File: src/rtl/sipo_frame_rx.sv
// sipo_frame_rx: serial-in/parallel-out frame receiver.
// Assembles N-bit MSB-first words from a bit-enabled serial stream with a start
// marker. Each completed word goes to a single-entry output buffer. The receiver
// also reports frame aborts (restart or gap timeout) and dropped words (overrun).
//
// Output handshake: o_valid high means o_data holds an unconsumed word. o_data
// stays stable while o_valid is high. A word transfers at any rising edge where
// o_valid && i_ready. o_valid never depends combinationally on i_ready. After
// consumption, o_data keeps the last word.
module sipo_frame_rx #(
    parameter int N       = 4,
    parameter int TIMEOUT = 8
) (
    input  logic         i_clk,
    input  logic         i_rst,
    input  logic         i_serial_in,
    input  logic         i_bit_en,
    input  logic         i_start,
    input  logic         i_ready,
    input  logic         i_clr_err,
    output logic [N-1:0] o_data,
    output logic         o_valid,
    output logic         o_frame_err,
    output logic         o_overrun,
    output logic         o_fsm_state
);

    localparam int CW = $clog2(N + 1);
    // With the timeout disabled, keep a 1-bit gap counter so the width is never zero.
    localparam int GW = (TIMEOUT > 0) ? $clog2(TIMEOUT + 1) : 1;
    localparam logic [CW-1:0] LAST_CNT = CW'(N - 1);
    localparam logic [GW-1:0] GAP_MAX  = GW'(TIMEOUT);

    typedef enum logic {
        IDLE  = 1'b0,
        SHIFT = 1'b1
    } state_t;

    state_t          state;
    logic [N-1:0]    shift_reg;
    logic [CW-1:0]   cnt;
    logic [GW-1:0]   gap;

    logic            word_done;
    logic [N-1:0]    new_word;
    logic [GW-1:0]   gap_inc;
    logic            gap_expired;

    // Current FSM state, exposed for observation.
    assign o_fsm_state = (state == SHIFT);

    // Next-word assembly, completion detect and saturating gap increment.
    always_comb begin
        word_done   = (state == SHIFT) && i_bit_en && !i_start && (cnt == LAST_CNT);
        new_word    = {shift_reg[N-2:0], i_serial_in};
        gap_inc     = (gap == {GW{1'b1}}) ? gap : gap + 1'b1;
        gap_expired = (TIMEOUT > 0) && (gap_inc == GAP_MAX);
    end

    // Frame FSM, output buffer and error flags, all registered.
    always_ff @(posedge i_clk or posedge i_rst) begin
        if (i_rst) begin
            state       <= IDLE;
            shift_reg   <= '0;
            cnt         <= '0;
            gap         <= '0;
            o_data      <= '0;
            o_valid     <= 1'b0;
            o_frame_err <= 1'b0;
            o_overrun   <= 1'b0;
        end else begin
            o_frame_err <= 1'b0;

            case (state)
                IDLE: begin
                    // Bits without a start marker are line noise between frames.
                    if (i_bit_en && i_start) begin
                        shift_reg <= {{(N-1){1'b0}}, i_serial_in};
                        cnt       <= CW'(1);
                        gap       <= '0;
                        state     <= SHIFT;
                    end
                end
                SHIFT: begin
                    if (i_bit_en && i_start) begin
                        // A restart abandons the partial word and opens a new frame.
                        o_frame_err <= 1'b1;
                        shift_reg   <= {{(N-1){1'b0}}, i_serial_in};
                        cnt         <= CW'(1);
                        gap         <= '0;
                    end else if (i_bit_en) begin
                        shift_reg <= new_word;
                        gap       <= '0;
                        if (word_done) begin
                            cnt   <= '0;
                            state <= IDLE;
                        end else begin
                            cnt <= cnt + 1'b1;
                        end
                    end else if (gap_expired) begin
                        o_frame_err <= 1'b1;
                        cnt         <= '0;
                        gap         <= '0;
                        state       <= IDLE;
                    end else begin
                        gap <= gap_inc;
                    end
                end
                default: state <= IDLE;
            endcase

            // Clear first so that a coincident new overrun below takes priority.
            if (i_clr_err) begin
                o_overrun <= 1'b0;
            end

            if (word_done) begin
                if (!o_valid || i_ready) begin
                    o_data  <= new_word;
                    o_valid <= 1'b1;
                end else begin
                    o_overrun <= 1'b1;
                end
            end else if (o_valid && i_ready) begin
                o_valid <= 1'b0;
            end
        end
    end

endmodule
File: config.mk
export PLATFORM = sky130hd
export DESIGN_NAME = sipo_frame_rx
export DESIGN_NICKNAME = d
export VERILOG_FILES = /design/src/rtl/sipo_frame_rx.sv
export SDC_FILE = /design/constraint.sdc
export NUM_CORES = 1
export LEC_CHECK = 0
export ABC_CLOCK_PERIOD_IN_PS = 3200
export CAP_MARGIN = 25
export CORE_MARGIN = 2
export CORE_UTILIZATION = 54
export DETAILED_ROUTE_END_ITERATION = 8
export PLACE_DENSITY = 0.85
export SKIP_CTS_REPAIR_TIMING = 1
export SLEW_MARGIN = 40
export SYNTH_ARGS = -nofsm -noshare
export SYNTH_HDL_FRONTEND = slang
export SYNTH_SLANG_ARGS = --single-unit
File: constraint.sdc
create_clock -name i_clk -period 3.2 [get_ports i_clk]
set_input_delay 0.48 -clock i_clk [delete_from_list [all_inputs] [get_ports i_clk]]
set_output_delay 0.48 -clock i_clk [all_outputs]
set_load 0.01 [all_outputs]
Word level (Yosys, flattened, before mapping). Cells that the tools add are included.

Bits of input ports: 7. Output and inout port bits: 8. Flip-flop bits (word level): 18. Logic and storage cells: 63.

Muxes and demuxes: 32. Reductions and logical operators: 13. Bitwise gates (word level): 1. Equal/unequal tests: 7. Add/subtract/negate cells: 2.

Operators by type and width (number): 3-bit two-way mux (8); 4-bit two-way mux (5); 1-bit two-way mux (15); 3-bit case mux with 2 select lines (2); 4-bit equality test, second input constant (2); 4-bit case mux with 2 select lines (1); 2-bit AND reduction (4); 1-bit logical AND (5); 4-bit by 1-bit adder with 4-bit output, second input constant (1); 4-bit by 2-bit != test with 1-bit output, second input constant (1); 3-bit by 1-bit adder with 3-bit output, second input constant (1); 3-bit by 2-bit equality test with 1-bit output, second input constant (1); 3-bit by 2-bit != test with 1-bit output, second input constant (1); 1-bit zero test (2); 2-bit by 1-bit != test with 1-bit output, second input constant (1); 2-bit != test, second input constant (1); 1-bit case mux with 2 select lines (1); 2-bit nonzero test (1); 1-bit logical OR (1); 1-bit NOT (1).

Longest topological paths before layout.
Word-level depth: 7. Gate-level depth with buffers: 5. Mapped depth without buffers: 5.

Least setup slack after synthesis. No wires, ideal clock.

Path kind: register to register. Start point: reg gap[0]. End point: reg cnt[1]. Clock period less this slack: 1601 ps. Library setup time: 120 ps. Buffers on the path: 0. Path slack: 1599 ps. Arrival time: 1481 ps. Data required time: 3080 ps. Stages on the path, launching flop included: 6. Path through: dfrtp_1 ha_1 or3b_4 a21oi_4 nand2_1 a31o_1.

Word-level cells in the longest chain between the ends: 5. Elaborated cells between the ends (all ways): 6. Classes of those cells: add/sub: 1; eq/ne: 3; mux: 1; reduce/logical: 1.

Ends and longest elaborated chain: start, declared (RTL line 42) `logic [GW-1:0] gap;`; start signal, assigned (RTL line 106) `gap <= gap_inc;`; 4-bit by 1-bit adder with 4-bit output or 4-bit equality test (tied branches) (RTL line 56) `gap_inc = (gap == {GW{1'b1}}) ? gap : gap + 1'b1;`; 4-bit two-way mux * (RTL line 56); 4-bit equality test * (RTL line 57) `gap_expired = (TIMEOUT > 0) && (gap_inc == GAP_MAX);`; 4-bit by 2-bit != test with 1-bit output (no line) *; 2-bit AND reduction (no line) *; end signal, assigned (RTL line 98) `cnt <= cnt + 1'b1;`; end, declared (RTL line 41) `logic [CW-1:0] cnt;`.

Every way passes the cells marked *; elsewhere a longest branch is shown, timed or not. A chain may end at the register's enable or synchronous reset.

Final worst setup path.
Start point: reg state (netlist: o_fsm_state). End point: out o_fsm_state.

RTL lines: start, declared (RTL line 39) `state_t state;`; start signal, assigned (RTL line 63) `state <= IDLE;`; start signal, assigned (RTL line 81) `state <= SHIFT;`; start signal, assigned (RTL line 96) `state <= IDLE;`; end, declared (RTL line 25) `output logic o_fsm_state`.

No word-level cell between the ends.

==> metrics.cfg <==
[status]
outcome = finished, final reports clean

[critical_path]
required_ns = 2.72
end_kind = output pin
crit_type = reg2out
slowest_delay_ns = 0.62
critPathArrivalTime_ns = 1.51
critical-path-top-delay-family = buffers and inverters
critPathLaunchType = register
worstPathCellList = clkdlybuf4s50_1
cp_slowest_cell = clkdlybuf4s50_1
cp_num_buf_inv = 1
path_max_fanout = 15

[grt]
grt.total_usage_pct = 19.88
grt_overflow_total = 0
grt_max_degree = 19
first_global_vias = 603
antenna_found_initial = 0
grt_pass1_wl_mm = 2.691

[finish]
fillers = 109
num_antenna_cells = 0
multi_input_area_um2 = 397.9
syn2layout_area_growth_pct = 21.95
regArea_um2 = 450.4
final_cell_area_um2 = 1064
final_cell_mix = dfrtp_1 (18), clkdlybuf4s50_1 (14), a21oi_1 (7), nand2_1 (6)
largestRegisters = gap: 4 flops, o_data: 4 flops
nets = 105
final_common_cell = dfrtp_1
layout-drive-gt1-share_pct = 14.74
final_cell_count_no_fill = 111

[route]
routed_wl_mm = 1.595
via_per_inst = 6.180
wl_per_cell_um = 14.37
firstDrtPassIters = 5
drt.antenna.violating_nets = 0
drc = 0
vias = 686
first_iter_violations = 12

[clock_tree]
cts_tree = built
clockBufferDepth = 2
cts-root-buf = clkbuf_4
clock_latency_ns = 0.29
cts_made_buffers = 3
htree_levels = 1
cts_sinks = 18
clk_pin_slew_ns = 0.10

[synthesis]
synth-edff-count = 0
yosysSeqAreaShare_pct = 51.65
ys.flop_type = dfrtp_1
synthCells = 78
ys_ff_latch = 18
ys_async_sr_fraction_pct = 100.0
ys_types = 29
synth_fp_nets = 87
syn_area_per_cell_um2 = 11.18
yosysWarnings = 0
syn_area_um2 = 872.1

[sta]
worst_slew_pin_slew_ns = 0.6600
rsz0062_at_grt = no
skew_ns = 0.0007641
relSlewSlack_pct = 55.95
final_hold_viol_count = 0
drv_slew = 0
fin_crit_sh_pct = 62.33
fin_crit_ns = 1.994
whs_ns = 0.5185
setup_viol = 0
tns_ns = 0
fmax_ghz = 0.5014

[pwr]
power_frac_seq_pct = 48.1
power.density_nw_per_um2 = 698.6
swShare_pct = 32.35
p_switching_mw = 0.2403
internal_power_mw = 0.5027
ir_drop_mv = 0.3703
clkPwrFrac_pct = 18.5
finalPower_mw = 0.7430
p_leak_nw = 0.4974
p_comb_share_pct = 33.4

[floorplan]
coreArea_um2 = 1506
die_w_um = 44.19
ios = 15
die_area_um2 = 1952
start_util_pct = 57.89
fp-row-count = 14
die_h_um = 44.19

[placed_design]
gp_congestion = 0.8715
place_inst = 107
port_buffers = 14
dpl_cell_area_um2 = 1027
dp_hpwl_mm = 1.161

[hold_path]
hold_path_class = reg2reg

[job]
max-cap-violations = 0

metrics by stage:
step,util (%),worst slack (ns)
after floorplan,-,1.599
after global placement,68.19,1.070
after detailed placement,68.19,1.030
after CTS,70.60,1.204
after global routing,70.60,1.135
final,70.60,1.206
power by group through the flow:
| stage | clock (mW) | combinational [mW] | sequential (mW) |
|---|---|---|---|
| 6_report | 0.138 | 0.248 | 0.357 |
| 5_1_grt | 0.157 | 0.269 | 0.370 |
| 4_1_cts | 0.143 | 0.251 | 0.358 |
| 3_5_place_dp | 0 | 0.250 | 0.363 |
| 3_3_place_gp | 0 | 0.243 | 0.358 |
| 2_1_floorplan | 0 | 0.150 | 0.355 |
worst paths after layout:
kind	startpoint	to	slack, ns	cells past startpoint
worst max-delay path	o_fsm_state	o_fsm_state	1.21	1
worst min-delay path	shift_reg[2]	shift_reg[2]	0.52	1
worst max register to register	gap[0]	cnt[1]	1.45	5
worst min register to register	shift_reg[2]	shift_reg[2]	0.52	1
max in group asynchronous	i_rst	o_valid	2.21	2
min in group asynchronous	i_rst	gap[2]	0.57	2
cell type report:
type	instances	share of cell area, %
inverters	5	1.765
flip-flops and latches	18	42.35
well taps	16	1.882
multi-input cells	54	37.41
clock buffers	4	3.412
repair buffers	14	13.18
cell families after synthesis:
| logic type | synth area share [%] |
|---|---|
| adders and majority gates | 2.869 |
| and+or+nand+nor | 15.50 |
| buffers and inverters | 2.726 |
| AOI/OAI and AO/OA | 20.80 |
| muxes | 6.456 |
| DFF | 51.65 |
routing by layer:
metal / vias up / track usage [%] / share of wire [%]
li1: 321 / - / -
met1: 325 / 25.54 / 42
met2: 36 / 30.88 / 50
met3: 4 / 4.898 / 6.1
met4: 0 / 10.91 / 1.4
met5: - / 0 / 0
Yosys cell counts, drive strengths merged (3+ instances only):
library cell,count,area [µm²]
nand2,6,22.52
o21ai,3,15.01
a21oi,8,51.30
inv,5,18.77
nand2b,3,18.77
nor2,3,11.26
mux2,5,56.30
dfrtp,18,450.4
(Power assumes the default switching activity.)
